==> src/rtl/sound_dac_mixer_pkg.sv <==
// Shared definitions for the PCM/beeper mixer and its 1-bit modulators.
// Holds default geometry, beeper/tapeout data-bit positions, modulator
// mode encoding and the per-side sum width helper.
package sound_dac_mixer_pkg;

  localparam int unsigned NCH_DEF  = 4;
  localparam int unsigned DW_DEF   = 8;

  // din bit positions for the beeper and tapeout sources
  localparam int unsigned BEEP_BIT = 4;
  localparam int unsigned TAPE_BIT = 3;

  typedef enum logic {
    MODE_PWM = 1'b0,
    MODE_SD  = 1'b1
  } mode_e;

  // Width of one side's sum: NCH/2 samples of dw bits never overflow it
  function automatic int unsigned sum_width(input int unsigned nch, input int unsigned dw);
    return dw + int'($clog2(nch / 2));
  endfunction

endpackage

==> src/rtl/sound_dac_mixer_if.sv <==
// CPU-side write strobes and 1-bit sound outputs of the mixer.
//   master: port decoder side (drives din/strobes/mode, reads outputs)
//   slave : mixer side
interface sound_dac_mixer_if
  import sound_dac_mixer_pkg::*;
#(
  parameter int unsigned NCH = NCH_DEF,
  parameter int unsigned DW  = DW_DEF
);

  logic [DW-1:0]  din;
  logic [NCH-1:0] ch_wr;
  logic           beeper_wr;
  logic           beeper_mux;
  logic           mode_sd;
  logic           beep_act;
  logic           snd_l;
  logic           snd_r;

  modport master (
    output din, ch_wr, beeper_wr, beeper_mux, mode_sd,
    input  beep_act, snd_l, snd_r
  );

  modport slave (
    input  din, ch_wr, beeper_wr, beeper_mux, mode_sd,
    output beep_act, snd_l, snd_r
  );

endinterface

==> src/rtl/sound_dac_mixer_mod1b.sv <==
// One-side 1-bit modulator: PWM compare against the shared period counter,
// or first-order sigma-delta whose carry is the output bit.
// Ports: clk, rst_n; ctr (shared period counter); mode_q (latched mode);
//        sum (registered side sum); snd (registered 1-bit output).
module sound_dac_mixer_mod1b
  import sound_dac_mixer_pkg::*;
#(
  parameter int unsigned SW = 9
) (
  input  logic          clk,
  input  logic          rst_n,
  input  logic [SW-1:0] ctr,
  input  mode_e         mode_q,
  input  logic [SW-1:0] sum,
  output logic          snd
);

  // Only the low SW bits of the accumulator persist; the carry goes out as snd
  logic [SW-1:0] acc;
  logic [SW:0]   acc_nxt_c;

  assign acc_nxt_c = {1'b0, acc} + {1'b0, sum};

  // Accumulator is held at zero in PWM so SD always starts from a clean state
  always_ff @(posedge clk or negedge rst_n) begin
    if (!rst_n) begin
      acc <= '0;
      snd <= 1'b0;
    end else if (mode_q == MODE_SD) begin
      acc <= acc_nxt_c[SW-1:0];
      snd <= acc_nxt_c[SW];
    end else begin
      acc <= '0;
      snd <= (ctr < sum);
    end
  end

endmodule

==> src/rtl/sound_dac_mixer.sv <==
// Multi-channel PCM plus beeper/tapeout mixer with 1-bit stereo DAC outputs.
// Ports: clk, rst_n (async, active low); bus (slave modport) carrying din,
//        ch_wr, beeper_wr, beeper_mux, mode_sd in and beep_act, snd_l, snd_r out.
// Even channels mix to the left side, odd channels to the right.
module sound_dac_mixer
  import sound_dac_mixer_pkg::*;
#(
  parameter int unsigned NCH = NCH_DEF,
  parameter int unsigned DW  = DW_DEF
) (
  input  logic               clk,
  input  logic               rst_n,
  sound_dac_mixer_if.slave   bus
);

  localparam int unsigned SW = sum_width(NCH, DW);

  logic [DW-1:0] val [NCH];
  logic          beep_bit;
  logic          beep_act;
  logic          beep_new_c;
  logic [SW-1:0] sum_l, sum_r;
  logic [SW-1:0] sum_l_c, sum_r_c;
  logic [SW-1:0] ctr;
  mode_e         mode_q;
  logic          snd_l, snd_r;

  assign beep_new_c = bus.beeper_mux ? bus.din[TAPE_BIT] : bus.din[BEEP_BIT];

  // Sample registers and beeper/PCM mode latch; a changing beep bit wins over PCM writes
  always_ff @(posedge clk or negedge rst_n) begin
    if (!rst_n) begin
      for (int i = 0; i < int'(NCH); i++) val[i] <= '0;
      beep_bit <= 1'b0;
      beep_act <= 1'b0;
    end else begin
      for (int i = 0; i < int'(NCH); i++) begin
        if (bus.ch_wr[i]) val[i] <= bus.din;
      end
      if (bus.beeper_wr) beep_bit <= beep_new_c;
      if (bus.beeper_wr && (beep_new_c != beep_bit)) beep_act <= 1'b1;
      else if (|bus.ch_wr)                           beep_act <= 1'b0;
    end
  end

  // Per-side sums; beeper mode drives both sides to full scale or zero
  always_comb begin
    sum_l_c = '0;
    sum_r_c = '0;
    if (beep_act) begin
      sum_l_c = {SW{beep_bit}};
      sum_r_c = {SW{beep_bit}};
    end else begin
      for (int i = 0; i < int'(NCH); i += 2) begin
        sum_l_c = sum_l_c + SW'(val[i]);
        sum_r_c = sum_r_c + SW'(val[i+1]);
      end
    end
  end

  // Sum stage, free-running period counter, mode latched only at the wrap
  always_ff @(posedge clk or negedge rst_n) begin
    if (!rst_n) begin
      sum_l  <= '0;
      sum_r  <= '0;
      ctr    <= '0;
      mode_q <= MODE_PWM;
    end else begin
      sum_l <= sum_l_c;
      sum_r <= sum_r_c;
      ctr   <= ctr + SW'(1);
      if (ctr == {SW{1'b1}}) mode_q <= mode_e'(bus.mode_sd);
    end
  end

  sound_dac_mixer_mod1b #(.SW(SW)) u_mod_l (
    .clk    (clk),
    .rst_n  (rst_n),
    .ctr    (ctr),
    .mode_q (mode_q),
    .sum    (sum_l),
    .snd    (snd_l)
  );

  sound_dac_mixer_mod1b #(.SW(SW)) u_mod_r (
    .clk    (clk),
    .rst_n  (rst_n),
    .ctr    (ctr),
    .mode_q (mode_q),
    .sum    (sum_r),
    .snd    (snd_r)
  );

  assign bus.beep_act = beep_act;
  assign bus.snd_l    = snd_l;
  assign bus.snd_r    = snd_r;

endmodule

==> src/flat_wrapper.sv <==
// flat-port wrapper written by rule: the top's interface ports become plain ports
module sound_dac_mixer_flat import sound_dac_mixer_pkg::*;
#(
  parameter int unsigned NCH = NCH_DEF,
  parameter int unsigned DW  = DW_DEF
)
  (clk, rst_n, bus_din, bus_ch_wr, bus_beeper_wr, bus_beeper_mux, bus_mode_sd, bus_beep_act, bus_snd_l, bus_snd_r);
  sound_dac_mixer_if #(.NCH(NCH), .DW(DW)) bus_i ();
  input  logic clk;
  input  logic rst_n;
  input wire logic [$bits(bus_i.din)-1:0] bus_din;
  input wire logic [$bits(bus_i.ch_wr)-1:0] bus_ch_wr;
  input wire logic [$bits(bus_i.beeper_wr)-1:0] bus_beeper_wr;
  input wire logic [$bits(bus_i.beeper_mux)-1:0] bus_beeper_mux;
  input wire logic [$bits(bus_i.mode_sd)-1:0] bus_mode_sd;
  output wire logic [$bits(bus_i.beep_act)-1:0] bus_beep_act;
  output wire logic [$bits(bus_i.snd_l)-1:0] bus_snd_l;
  output wire logic [$bits(bus_i.snd_r)-1:0] bus_snd_r;
  assign bus_i.din = bus_din;
  assign bus_i.ch_wr = bus_ch_wr;
  assign bus_i.beeper_wr = bus_beeper_wr;
  assign bus_i.beeper_mux = bus_beeper_mux;
  assign bus_i.mode_sd = bus_mode_sd;
  assign bus_beep_act = bus_i.beep_act;
  assign bus_snd_l = bus_i.snd_l;
  assign bus_snd_r = bus_i.snd_r;
  sound_dac_mixer #(.NCH(NCH), .DW(DW)) u_core (.clk(clk), .rst_n(rst_n), .bus(bus_i));
endmodule
==> config.mk <==
export PLATFORM = sky130hd
export DESIGN_NAME = sound_dac_mixer_flat
export DESIGN_NICKNAME = d
export VERILOG_FILES = /design/src/rtl/sound_dac_mixer_pkg.sv /design/src/rtl/sound_dac_mixer_if.sv /design/src/rtl/sound_dac_mixer_mod1b.sv /design/src/rtl/sound_dac_mixer.sv /design/src/flat_wrapper.sv
export SDC_FILE = /design/constraint.sdc
export NUM_CORES = 1
export LEC_CHECK = 0
export ABC_AREA = 1
export CORE_MARGIN = 3
export CORE_UTILIZATION = 45
export DETAILED_ROUTE_END_ITERATION = 8
export GPL_TIMING_DRIVEN = 0
export SYNTH_ARGS = -nofsm -noshare
export SYNTH_HDL_FRONTEND = slang
export SYNTH_HIERARCHICAL = 1
export SYNTH_SLANG_ARGS = --single-unit
==> constraint.sdc <==
create_clock -name clk -period 3.32 [get_ports clk]
set_clock_uncertainty 0.1 [all_clocks]
set_input_delay 0.83 -clock clk [delete_from_list [all_inputs] [get_ports clk]]
set_output_delay 0.83 -clock clk [all_outputs]
set_load 0.02 [all_outputs]
# Word-level counts from Yosys, hierarchy flattened
# Index checks and enable logic that the tools add are counted.
# Widths: inputs -> output; s select.
# classes
n_lt_le_gt_ge	2
n_addsub	5
muxes	9
reduce_logical	3
eq_ne	2
# op_table
op	count
$mux 9	4
$add 9x9->10	2
$add 8x8->9	2
$lt 9x9->1	2
$add 9x1->9 const B	1
$eq 9x9->1 const B	1
$mux 1	5
$reduce_or 4->1	1
$reduce_bool 2->1	1
$logic_and 1x1->1	1
$ne 1x1->1	1
# word_totals
out_inout_bits	3
input_bits	17
elab_cells	35
regBits	82

# Depth between registers and ports, before layout
# Gate-level depths: netlist of the first run.
# logic_depth
word_depth	4
depth_mapped	11
depth_no_buf	11

# Modules after synthesis
# The synthesis of the first run kept the hierarchy.
# by_module_without_submodules
module	n_inst	area_each_um2	cells_each
sound_dac_mixer	1	2975.4	313
sound_dac_mixer_mod1b	2	983.4	142

# Worst setup path after synthesis of the first run
# OpenSTA, ideal clock, no wires.
# synth_timing
kind	register to register
from	reg u_core/val[11] (netlist bit)
to	reg u_core.sum_l[4]
setup_ns	0.130
setup_slack_ns	1.722
required_time_ns	3.090
arrival_ns	1.368
stages_incl_launch_ff	7
path_cell_list	dfrtp_1 -> ha_1 -> or2_1 -> and2_4 -> or2_0 -> nand3_1 -> nand2_1
# synth_via
elab_chain_len	2
# synth_rtl
element	line	source
from (decl)	sound_dac_mixer.sv:18	logic [DW-1:0] val [NCH];
from (signal, indexed assignment)	sound_dac_mixer.sv:38	if (bus.ch_wr[i]) val[i] <= bus.din;
$add 8x8->9	sound_dac_mixer.sv:55	sum_l_c = sum_l_c + SW'(val[i]);
$mux 9	sound_dac_mixer.sv:50	if (beep_act) begin
via u_core.sum_l_c[4]	sound_dac_mixer.sv:23	logic [SW-1:0] sum_l_c, sum_r_c;
to (signal assigned)	sound_dac_mixer.sv:69	sum_l <= sum_l_c;
to (decl)	sound_dac_mixer.sv:22	logic [SW-1:0] sum_l, sum_r;
# The timed path passes the listed nets, and every way through them passes these cells.
# A chain may end at the register's enable or synchronous reset.

# Worst setup path after layout of the first run
# layout_timing
from	reg u_core.beep_act (netlist: u_core/bus.beep_act)
to	out bus_beep_act
# layout_lines
element	line	source
from (decl)	sound_dac_mixer.sv:20	logic beep_act;
from (signal assigned)	sound_dac_mixer.sv:35	beep_act <= 1'b0;
from (signal assigned)	sound_dac_mixer.sv:41	if (bus.beeper_wr && (beep_new_c != beep_bit)) beep_act <= 1'b1;
from (signal assigned)	sound_dac_mixer.sv:42	else if (|bus.ch_wr) beep_act <= 1'b0;
to (decl)	flat_wrapper.sv:16	output wire logic [$bits(bus_i.beep_act)-1:0] bus_beep_act;
# No word-level cell between the ends.

==> results by group, run 1 <==
Place
  • Placed Cells: 752
  • I/O Buffers: 18
  • GPL Wtd Cong: 0.8045
  • DP HPWL: 7.394 mm

Power and ir drop
  • Max VDD drop: 0.2694 mV
  • Total power: 2706 uW
  • Switching part of the total: 32.33%
  • Leakage: 0.003036 uW
  • Register share of total power: 43.6%
  • Internal power: 1831 uW
  • Clock share of power: 30.8%
  • Power Density: 488.0 nW/um2
  • Net Sw Power: 874.8 uW
  • Combinational Power Share: 25.6%

Synthesis
  • Ys Warns: 6
  • Adder-Cell Fraction of Synth Area: 14.78%
  • XOR/XNOR share of the synthesized area: 1.241%
  • Synthesized Nets: 670
  • Post-synthesis simple-gate area fraction: 23.65%
  • Synth cell types: 33
  • Cell taking the most area after synthesis: dfrtp_1
  • Part of the Yosys area used for sequential elements: 41.52%
  • Post-synth ARST share: 100.0%
  • Post-Syn Instances: 597
  • Area fraction in compound gates after synthesis: 7.316%
  • Synth area leaders: dfrtp_1, ha_1, nand2_1, inv_1, nand3_1
  • Largest family of logic cells by synthesized area: simple AND/OR/NAND/NOR gates
  • Main synth FF type: dfrtp_1
  • Netlist Area Pre-Place: 4942 um2
  • Seq cells post-synth: 82
  • Yosys top cell area share: 41.52%
  • Mux cell area share after synthesis: 3.646%
  • Post-synth EDFFs: 0
  • Syn Area/Cell: 8.278 um2

Route
  • Vias/cell: 4.854
  • First drt pass iteration count: 4
  • Routed len/inst: 12.41 um
  • Drt drc: 0
  • Vias: 3,728
  • DRT iter0 DRCs: 145
  • Routed Antenna Nets: 0
  • Total Wirelength: 9.531 mm

Min path
  • HP Class: input port to asynchronous set/reset pin

Clocking
  • Clock Tree Buf Depth: 2
  • H-tree levels: 3
  • CTS clk-pin slew, worst paths: 0.09 ns
  • CTS Hold Buffers Added: 0
  • Clock Latency Late Sink: 0.36 ns
  • CTS tree: yes
  • Num CTS Buffers: 9
  • CTS resizes: 0
  • CTS Root Cell: clkbuf_8
  • Post-CTS Setup Repair Bufs: 0
  • Clk sinks: 82

Global routing
  • Largest net degree at the start of global routing: 49
  • Grt total ovfl: 0
  • Antenna violations before repair: 0
  • Total track usage: 16.57%
  • Number of global-route vias before repair: 3,687
  • First-pass GRT wire length: 16.72 mm

Critical path
  • Startpoint type of the worst setup path: register
  • Maximum fanout along the worst path: 7
  • CP arrival: 1.48 ns
  • Buf/Inv on CP: 1
  • Crit-path slowest cell: clkdlybuf4s50_1
  • Delay-heaviest family, CP: buffers and inverters
  • WP data required: 2.39 ns
  • Crit path cell chain: clkdlybuf4s50_1
  • Crit. End Element: primary output
  • Crit path largest cell delay: 0.66 ns
  • Worst setup path class: register to primary output

Finish
  • Area growth, synth to finish: 12.18%
  • Reg area: 2052 um2
  • Antenna diodes: 0
  • Non-filler cells, final: 768
  • Layout cells sized above 1: 9.494%
  • Multi-input gate area: 2502 um2
  • Final net count: 700
  • Filler cells: 991

Job
  • Max Cap Viol: 0

Timing
  • Hold Fails Final Rpt: 0
  • Slew Limit Fails: 0
  • Setup Total Neg Slack: 0 ns
  • Fmax: 415.0 MHz
  • Final setup violation count: 0
  • Fin crit period: 2.409 ns
  • Worst-Margin Slew: 0.5096 ns
  • Rel. slew slack: 66.03%
  • RSZ-0062 raised after global routing: false
  • Period utilization: 72.57%

Outcome
  • Status: completed

Die
  • Top Ports: 20
  • Die W: 110.8 um
  • Core area: 10,510 um2
  • Row cnt: 37
  • Die Y: 110.8 um
  • Starting density of the core: 47.03%
  • Die Footprint: 12,280 um2
-- cells in the mapped netlist (2+ instances only) --
library cell  number
buf_6              2
or2_1              2
xor2_1             6
nand2_1          158
fa_1               4
nand3_2            4
o21ai_0           26
dfrtp_1           82
nand3_1           42
mux2_2            16
nand3b_1           4
or2_2              2
nand2_2            6
o211ai_1           3
nor2_1            40
inv_1             88
a21o_1             2
nor2_2             4
or2_0              2
ha_1              52
a21oi_1           37
buf_2              4
-- layout by cell type (no fill, tap or decap), types with 2 or more instances in the layout --
cell,instances
xor2_1,6
buf_4,2
clkbuf_8,10
dfrtp_1,82
mux2_2,16
fa_1,4
buf_6,2
nor2_1,40
ha_1,52
or2_2,2
bufinv_16,2
nand2_2,6
or2_1,2
nand2_1,158
a21o_1,2
a21oi_1,37
inv_1,88
nand3_2,4
o211ai_1,3
o21ai_0,26
nor2_2,4
clkinvlp_4,2
nand3b_1,4
buf_2,4
clkdlybuf4s50_1,17
nand3_1,42
or2_0,2
-- sequential cells by signal, summed over array words and instances, names as in the netlist --
| name | count |
|---|---|
| u_core/u_mod_l/acc | 9 |
| u_core/u_mod_l/snd | 1 |
| u_core/bus.beep_act | 1 |
| u_core/u_mod_r/snd | 1 |
| u_core/ctr | 9 |
| u_core/sum_r | 9 |
| u_core/sum_l | 9 |
| u_core/val | 32 |
| u_core/u_mod_r/acc | 9 |
| u_core/mode_q | 1 |
| u_core/beep_bit | 1 |
-- power by group through the flow --
stage	Sequential [uW]	Combinational (uW)	Clock, uW
2_1_floorplan	1180	505	0
3_3_place_gp	1200	677	0
3_5_place_dp	1200	695	0
4_1_cts	1180	699	857
5_1_grt	1190	811	906
6_report	1180	693	832
-- path summary, 6_finish.rpt --
| path | startpoint | to | slack, ns | cells after the start |
|---|---|---|---|---|
| worst max-delay path | u_core/bus.beep_act$_DFFE_PN0P_ | bus_beep_act | 0.91 | 1 |
| worst min-delay path | rst_n | u_core/u_mod_r/acc[7]$_DFF_PN0_ | 0.34 | 1 |
| worst max register to register | u_core/val[16]$_DFFE_PN0P_ | u_core/sum_r[6]$_DFF_PN0_ | 1.54 | 11 |
| worst min register to register | u_core/val[18]$_DFFE_PN0P_ | u_core/val[18]$_DFFE_PN0P_ | 0.38 | 2 |
| max in group asynchronous | rst_n | u_core/val[4]$_DFFE_PN0P_ | 2.16 | 2 |
| min in group clk | u_core/val[18]$_DFFE_PN0P_ | u_core/val[18]$_DFFE_PN0P_ | 0.38 | 2 |
-- worst reg2reg max path: cells and delay by family, from the launching register on --
kind	cells	cell delay [ns]
and+or+nand+nor	7	0.51
buffers and inverters	2	0.14
DFF	1	0.37
adders and majority gates	2	0.53
-- cells by family after synthesis --
group           count (synthesis)
simple gates                  270
buf+inv                        97
flops                          82
compound gates                 69
fa+ha+maj                      56
mux                            16
xor+xnor                        7
-- final cells by class --
| cell class | instances | share of cell area, % |
|---|---|---|
| clock inverters | 6 | 1.602 |
| well taps | 136 | 3.069 |
| plain buffers | 8 | 0.9704 |
| repair buffers | 19 | 3.701 |
| clock buffers | 10 | 2.483 |
| flip-flops and latches | 82 | 37.01 |
| inverters | 89 | 6.026 |
| multi-input cells | 418 | 45.14 |
-- per-layer routing --
layer / track usage [%] / wire length, um
met1: 21.83 / 4623
met5: 0 / 0
met2: 27.59 / 4455
met4: 5.172 / 126
met3: 3.221 / 325
-- metrics by stage --
step	worst slack, ns	util, %	hold slack (ns)	area (um2)
6_report	0.9106	52.76	0.3410	5544
4_1_cts	0.8669	52.76	0.3415	5544
3_5_place_dp	1.112	50.60	0.3641	5318
5_1_grt	0.8270	52.76	0.3527	5544
3_3_place_gp	-1.672	50.36	0.3595	5293
2_1_floorplan	1.722	-	0.3459	4942
(Power assumes the default switching activity.)
==> run 2, diff against run 1 <==
- clock period: 3.32 -> 2.1 ns (I/O delays scaled with it)
==> results by group, run 2 (synthesized netlist as in run 1, its figures left out) <==
Critical path
  • Buf/Inv on CP: 1
  • WP data required: 1.47 ns
  • Maximum fanout along the worst path: 1
  • CP arrival: 1.28 ns
  • Crit-path slowest cell: clkdlybuf4s50_1
  • Startpoint type of the worst setup path: register
  • Crit path cell chain: clkdlybuf4s50_1
  • Delay-heaviest family, CP: buffers and inverters
  • Worst setup path class: register to primary output
  • Crit. End Element: primary output
  • Crit path largest cell delay: 0.59 ns

Finish
  • Non-filler cells, final: 768
  • Post-layout util: 52.74%
  • Max reg flops: 32
  • Filler cells: 990
  • Register with the most flip-flops: u_core/val
  • Layout cells sized above 1: 9.494%
  • Final net count: 700
  • Most frequent cells in the layout: nand2_1, inv_1, dfrtp_1
  • Design Area, Final: 5543 um2
  • Antenna diodes: 0
  • Most common cell after layout, fill and taps aside: nand2_1
  • Area growth, synth to finish: 12.15%

Place
  • GPL Wtd Cong: 0.8045
  • Pre-CTS setup slack: 0.1967 ns
  • Placed Cells: 752
  • I/O Buffers: 18
  • Area post-placement: 5318 um2
  • DP HPWL: 7.394 mm

Power and ir drop
  • Clock share of power: 30.8%
  • Switching part of the total: 32.35%
  • Power Density: 771.5 nW/um2
  • Max VDD drop: 0.4203 mV
  • Net Sw Power: 1383 uW
  • Leakage: 0.003039 uW
  • Total power: 4276 uW
  • Internal power: 2893 uW
  • Register share of total power: 43.6%
  • Combinational Power Share: 25.6%

Clocking
  • Clock Tree Buf Depth: 2
  • Num CTS Buffers: 9
  • Clock Latency Late Sink: 0.36 ns
  • CTS clk-pin slew, worst paths: 0.09 ns
  • CTS Root Cell: clkbuf_8
  • Clk sinks: 82
  • CTS tree: yes
  • H-tree levels: 3

Global routing
  • Total track usage: 16.57%
  • First-pass GRT wire length: 16.72 mm
  • Largest net degree at the start of global routing: 49
  • Antenna violations before repair: 0
  • Grt total ovfl: 0
  • Number of global-route vias before repair: 3,687

Timing
  • Worst-Margin Slew: 0.5109 ns
  • RSZ-0062 raised after global routing: false
  • Rel. slew slack: 65.94%
  • Slew Limit Fails: 0
  • Fmax: 526.0 MHz
  • Period utilization: 90.53%
  • Fin crit period: 1.901 ns
  • Final WS setup: 0.1988 ns
  • Final setup violation count: 0
  • Hold Fails Final Rpt: 0

Die
  • Core area: 10,510 um2
  • Starting density of the core: 47.03%
  • Die W: 110.8 um
  • Top Ports: 20
  • Die Y: 110.8 um
  • Row cnt: 37
  • Die Footprint: 12,280 um2

Outcome
  • Status: completed

Route
  • Routed len/inst: 12.42 um
  • DRT iter0 DRCs: 145
  • Total Wirelength: 9.541 mm
  • First drt pass iteration count: 4
  • Vias/cell: 4.840
  • Routed Antenna Nets: 0
  • Vias: 3,717
  • Drt drc: 0

Min path
  • HP Class: input port to asynchronous set/reset pin

Job
  • Max Cap Viol: 0
[run 2: cell types whose count changed in the layout (fill, tap and decap cells not counted)]
cell	delta
clkdlybuf4s50_1	-1
dlygate4sd2_1	+1
[run 2: layout make-up]
type | count | area, um2 | area share, %
inverters | 89 | 334.1 | 6.027
well taps | 136 | 170.2 | 3.070
plain buffers | 8 | 53.80 | 0.9707
clock inverters | 6 | 88.84 | 1.603
multi-input cells | 418 | 2502 | 45.15
flip-flops and latches | 82 | 2052 | 37.02
clock buffers | 10 | 137.6 | 2.483
repair buffers | 19 | 203.9 | 3.679
[run 2: worst paths after layout]
kind	from	to	slack, ns	cells after the start
max	u_core/u_mod_l/snd$_DFF_PN0_	bus_snd_l	0.20	1
min	rst_n	u_core/u_mod_r/acc[7]$_DFF_PN0_	0.04	1
max in group asynchronous	rst_n	u_core/val[4]$_DFFE_PN0P_	1.24	2
max reg2reg	u_core/val[16]$_DFFE_PN0P_	u_core/sum_r[6]$_DFF_PN0_	0.32	11
min in group clk	bus_ch_wr[1]	u_core/val[18]$_DFFE_PN0P_	0.37	3
min reg2reg	u_core/val[18]$_DFFE_PN0P_	u_core/val[18]$_DFFE_PN0P_	0.38	2
[run 2: metrics by stage]
step	TNS (ns)	hold slack, ns
global route	0	0.04772
floorplan	0	0.1294
finish	0	0.03644
detailed placement	0	0.3641
CTS	0	0.03651
global placement	-211.72	0.3595
[run 2: power by group through the flow]
stage	clock, uW	combinational, uW	sequential, uW
4_1_cts	1350	1100	1870
6_report	1320	1100	1870
2_1_floorplan	0	798	1870
5_1_grt	1430	1280	1890
3_5_place_dp	0	1100	1900
3_3_place_gp	0	1070	1900
[run 2: repair_timing]
action / in CTS / in global routing
setup endpoints to repair: 1 / 0
hold buffers: 0 / 0
resized for setup: 1 / 0
setup buffers: 0 / 0
[run 2: metal layers]
metal / vias to the layer above / global-route usage, % / wire [um]
li1: 1977 / - / -
met1: 1671 / 21.83 / 4643
met2: 57 / 27.59 / 4451
met3: 12 / 3.221 / 320
met4: 0 / 5.172 / 126
met5: - / 0 / 0
